==> src/rtl/fetch_unit.sv <==
// Instruction fetch front end: issues in-order fetch requests, buffers the
// returned words with their PCs, and presents them to decode. A redirect
// flushes the buffer and remembers how many responses are still owed so they
// can be thrown away when they arrive.
module fetch_unit #(
    parameter int              XLEN      = 32,
    parameter logic [XLEN-1:0] RESET_PC  = 32'h00000000,
    parameter int              BUF_DEPTH = 4
) (
    input  logic            clk,
    input  logic            rst,
    input  logic            PCSrcE,
    input  logic [XLEN-1:0] PCTargetE,
    output logic            imem_req_valid,
    input  logic            imem_req_ready,
    output logic [XLEN-1:0] imem_req_addr,
    input  logic            imem_rsp_valid,
    input  logic [31:0]     imem_rsp_data,
    output logic            ValidD,
    input  logic            ReadyD,
    output logic [31:0]     InstrD,
    output logic [XLEN-1:0] PCD,
    output logic [XLEN-1:0] PCPlus4D
);

    localparam int PW = $clog2(BUF_DEPTH);
    localparam int CW = PW + 1;
    localparam logic [CW:0] L_DEPTH = (CW+1)'(BUF_DEPTH);

    logic [XLEN-1:0]      r_pcf;
    logic [XLEN-1:0]      r_pc_q    [BUF_DEPTH];
    logic [31:0]          r_instr_q [BUF_DEPTH];
    logic [BUF_DEPTH-1:0] r_filled;
    logic [PW-1:0]        r_head;
    logic [PW-1:0]        r_tail;
    logic [PW-1:0]        r_fill;
    logic [CW-1:0]        r_alloc_cnt;
    logic [CW-1:0]        r_pend_cnt;
    logic [CW-1:0]        r_drop_cnt;

    logic                 w_req_valid;
    logic                 w_hs;
    logic                 w_valid_d;
    logic                 w_pop;
    logic                 w_rsp;
    logic                 w_rsp_drop;
    logic                 w_rsp_fill;
    logic [CW-1:0]        w_inflight;
    logic [CW-1:0]        w_flush_drop;
    logic [BUF_DEPTH-1:0] w_filled_nxt;

    // Occupancy counts both live entries and responses still owed from before a redirect.
    assign w_req_valid = rst && !PCSrcE &&
                         (({1'b0, r_alloc_cnt} + {1'b0, r_drop_cnt}) < L_DEPTH);
    assign w_hs        = w_req_valid && imem_req_ready;
    assign w_valid_d   = rst && r_filled[r_head] && !PCSrcE;
    assign w_pop       = w_valid_d && ReadyD;
    assign w_rsp       = rst && imem_rsp_valid;
    assign w_rsp_drop  = w_rsp && (r_drop_cnt != '0);
    assign w_rsp_fill  = w_rsp && (r_drop_cnt == '0) && (r_pend_cnt != '0) && !PCSrcE;

    // On a redirect every request still in flight becomes a drop, less any response landing now.
    assign w_inflight   = r_drop_cnt + r_pend_cnt;
    assign w_flush_drop = (w_rsp && (w_inflight != '0)) ? (w_inflight - CW'(1)) : w_inflight;

    // Next filled flags: pop clears head, response sets oldest unfilled, allocate clears tail.
    always_comb begin
        w_filled_nxt = r_filled;
        if (w_pop)      w_filled_nxt[r_head] = 1'b0;
        if (w_rsp_fill) w_filled_nxt[r_fill] = 1'b1;
        if (w_hs)       w_filled_nxt[r_tail] = 1'b0;
    end

    // Fetch PC, buffer pointers and occupancy counters.
    always_ff @(posedge clk or negedge rst) begin
        if (!rst) begin
            r_pcf       <= RESET_PC;
            r_head      <= '0;
            r_tail      <= '0;
            r_fill      <= '0;
            r_filled    <= '0;
            r_alloc_cnt <= '0;
            r_pend_cnt  <= '0;
            r_drop_cnt  <= '0;
        end else if (PCSrcE) begin
            r_pcf       <= PCTargetE;
            r_head      <= '0;
            r_tail      <= '0;
            r_fill      <= '0;
            r_filled    <= '0;
            r_alloc_cnt <= '0;
            r_pend_cnt  <= '0;
            r_drop_cnt  <= w_flush_drop;
        end else begin
            if (w_hs) begin
                r_pcf  <= r_pcf + XLEN'(4);
                r_tail <= r_tail + PW'(1);
            end
            if (w_pop)      r_head     <= r_head + PW'(1);
            if (w_rsp_fill) r_fill     <= r_fill + PW'(1);
            if (w_rsp_drop) r_drop_cnt <= r_drop_cnt - CW'(1);
            r_filled    <= w_filled_nxt;
            r_alloc_cnt <= r_alloc_cnt + CW'(w_hs) - CW'(w_pop);
            r_pend_cnt  <= r_pend_cnt + CW'(w_hs) - CW'(w_rsp_fill);
        end
    end

    // Buffer payload; validity lives in r_filled so no reset is needed here.
    always_ff @(posedge clk) begin
        if (w_hs)       r_pc_q[r_tail]    <= r_pcf;
        if (w_rsp_fill) r_instr_q[r_fill] <= imem_rsp_data;
    end

    assign imem_req_valid = w_req_valid;
    assign imem_req_addr  = r_pcf;
    assign ValidD         = w_valid_d;
    assign InstrD         = w_valid_d ? r_instr_q[r_head] : 32'h0;
    assign PCD            = w_valid_d ? r_pc_q[r_head] : '0;
    assign PCPlus4D       = w_valid_d ? (r_pc_q[r_head] + XLEN'(4)) : '0;

endmodule

==> config.mk <==
export PLATFORM = sky130hd
export DESIGN_NAME = fetch_unit
export DESIGN_NICKNAME = d
export VERILOG_FILES = /design/src/rtl/fetch_unit.sv
export SDC_FILE = /design/constraint.sdc
export NUM_CORES = 1
export LEC_CHECK = 0
export BUFFER_PORTS_ARGS = -buffer_cell sky130_fd_sc_hd__buf_2
export CORE_MARGIN = 2
export CORE_UTILIZATION = 55
export CTS_CLUSTER_DIAMETER = 80
export DETAILED_ROUTE_END_ITERATION = 8
export PLACE_DENSITY_LB_ADDON = 0.25
export SYNTH_ARGS = -nofsm -noshare
export SYNTH_HDL_FRONTEND = slang
export SYNTH_SLANG_ARGS = --single-unit
==> constraint.sdc <==
create_clock -name clk -period 4.5 [get_ports clk]
set_input_delay 0.225 -clock clk [delete_from_list [all_inputs] [get_ports clk]]
set_output_delay 0.225 -clock clk [all_outputs]
set_load 0.01 [all_outputs]
==> run metrics <==
clock sink count=307; total placed cells including tap cells=1380; met3 GRT Util=3.68%; Overall Power=6.12 mW; CTS root buffer=clkbuf_16; met2 Use GR=40.3%; max-slew violation count=0; clock slew at reported path FFs=about 0.06 ns; R2R Setup Slk=approximately 1.4 ns; Syn Area/Cell=15.4 µm²; area grow syn2layout=21.3%; grt peak-use layer=met2; Switching Share=23.0%; DRC Markers=0; relative slew slack=37.9%; Fin Clk Skew=~0.012 ns; Worst Hold Class=input port to flip-flop; critical-path cell with the highest stage delay=dfrtp_2; Worst setup EP type=output pin; Worst Setup Path Type=flip-flop to output pin; row cnt=57; pwr/cell area=around 370 nW/µm²; Synth Cell Area=around 14000 µm²; DPL Wire Length=approximately 20000 µm; post-cts hold buffer count=66; #FFs+latches synth=307; initial antenna violation count=0; Setup Fix Bufs, Post-CTS=0; Least-Margin Pin Slew=0.924 ns; drt first pass iters=5; H-tree depth=1; Starting Density=56.1%; n_diodes=0; crit path DAT=3.59 ns; via/cell ratio=5.92; Max-Cap Viols=0; Die W=162 µm; period utilisation layout=84.8%; worst-case clock buffer depth=3; final setup fails=0; clock share of power=around 38%; CP Data Required Time=4.28 ns; share of cells above drive strength 1=28.6%; unrepaired setup endpoints after global routing=false; CP max FO=35; total CTS buffers=30; largest area contributor in the netlist=edfxtp_1; first-pass GRT wire length=slightly below 50000 µm; DRT iter0 DRCs=813; Mapped Cells=888; post-CTS sizing=0; Wirelength per Cell=21.2 µm; net switching power=between 1 and 1.5 mW; asr flop ratio synth=between 15 and 20%; Min Clock Period, post-route=~3.8 ns; Finished Layout Cells=1502; Mapped Nets=986; setup TNS=0 ns; routed vias=between 8000 and 9000; number of synthesized flops with an enable pin=256; Max VDD drop=~0.00028 V; DRT antenna net count=0; CTS tree=built; io pins=200; critical path startpoint category=flip-flop; warnings from Yosys=0; pin count of the biggest net entering global routing=64; clk_lat worst skew=about 0.55 ns; top cells by count, synth=edfxtp_1, and3_1, nand2_1; Pint=4.71 mW; fmax=262 MHz; Port Buffer Count=between 150 and 200; final wirelength=31900 µm; Global Route Usage Sum=24.5%; vias in the first global route=8823; status=finished, final reports clean; fillers=~1700; Yosys top cell area share=56.2%; crit-path cells=mux4_2 -> and2_0 -> nand4_2 -> nor4_1 -> mux2_2 -> buf_2; nets=1252; Final GP Congestion=0.873; count leader, synth=edfxtp_1; Die Y=162 µm; ys flop type=edfxtp_1; sequential fraction of design power=54.2%; DIE AREA=between 20000 and 30000 µm²; Placeable Area=24400 µm²; Lkg Pwr=approximately 6.5 nW; main area contributors after synthesis=edfxtp_1, dfrtp_1, mux4_2, and3_1, mux4_1; post-synthesis sequential area ratio=65.5%; grt total ovfl=0; met1 Use GR=roughly a third; combinational fraction of design power=between 7 and 8%; final-report hold violation count=0; CP peak stage delay=~0.90 ns; synth unique cells=53
[worst paths after layout]
path	startpoint	cells after the start	end
hold reg to reg	imem_req_addr[1]	0	r_pc_q[1][1]
setup reg to reg	r_drop_cnt[2]	13	r_alloc_cnt[2]
hold / removal	PCSrcE	2	r_alloc_cnt[1]
min in group asynchronous	rst	3	r_drop_cnt[1]
setup / recovery	r_head[1]	6	PCPlus4D[31]
max in group asynchronous	rst	3	r_head[0]
[worst max-delay path: cells and delay by family, from the launching register on]
kind	cells	cell delay [ns]
mux	2	0.78
simple gates	3	1.21
buf+inv	1	0.14
flops	1	0.90
[power by group through the flow]
stage | clock network, mW | registers, mW | logic (mW)
detailed placement | 0 | 3.38 | 0.433
CTS | 2.36 | 3.32 | 0.481
global placement | 0 | 3.37 | 0.418
finish | 2.32 | 3.32 | 0.480
floorplan | 0 | 3.34 | 0.255
global route | 2.47 | 3.34 | 0.545
[cell families after synthesis]
group / count (synthesis) / synth area share (%)
compound gates: 84 / 3.96
xor+xnor: 27 / 1.73
fa+ha+maj: 28 / 2.72
buf+inv: 77 / 2.57
flops: 307 / 65.5
mux: 84 / 12.6
simple gates: 281 / 10.9
[per-stage QoR]
| step | area (µm²) | worst slack, ns | hold slack [ns] | util (%) |
|---|---|---|---|---|
| 2_1_floorplan | 13700 | 1.48 | -0.0706 | - |
| 3_3_place_gp | 15000 | 1.38 | 0.432 | 61.6 |
| 4_1_cts | 16600 | 0.651 | 0.116 | 68.0 |
| 3_5_place_dp | 15000 | 1.23 | 0.435 | 61.6 |
| 6_report | 16600 | 0.683 | 0.129 | 68.0 |
| 5_1_grt | 16600 | 0.509 | 0.154 | 68.0 |
[registers in the layout, indices dropped and copies added, names as in the netlist]
register       count
r_pc_q           128
r_tail             2
r_alloc_cnt        3
imem_req_addr     32
r_pend_cnt         3
r_instr_q        128
r_drop_cnt         3
r_head             2
r_filled           4
r_fill             2
[routing by layer]
layer | up-vias | wire length, µm
li1 | 3999 | -
met1 | 4486 | 13400
met2 | 366 | 15700
met3 | 48 | 2160
met4 | 0 | 631
met5 | - | 0
[placed cells by master, fill, tap and decap left out, drive strengths merged, types with 3 or more instances in the layout]
cell type / n
nor2b: 4
inv: 23
ha: 25
xor2: 18
mux4: 65
o21ai: 33
nor2: 48
a21o: 4
clkbuf: 41
o211ai: 5
o311ai: 8
a22oi: 4
nand3: 32
nand4: 14
a31oi: 8
mux2: 16
a221o: 5
mux2i: 3
and4: 6
dfrtp: 51
dlygate4sd3: 66
nor4: 5
edfxtp: 256
a21oi: 11
fa: 3
buf: 222
nand2: 55
xnor2: 9
clkinv: 13
nor3b: 3
and3: 69
and2: 18
nor3: 21
[area by class of cell]
class	instances	area [µm²]	share of cell area, %
clock buffers	41	843	5.08
repair buffers	288	1830	11.0
clock inverters	15	76.3	0.460
inverters	23	86.3	0.520
well taps	324	405	2.44
multi-input cells	504	4390	26.4
flip-flops and latches	307	8970	54.0
Note: power is estimated with default switching activity, not from simulation.
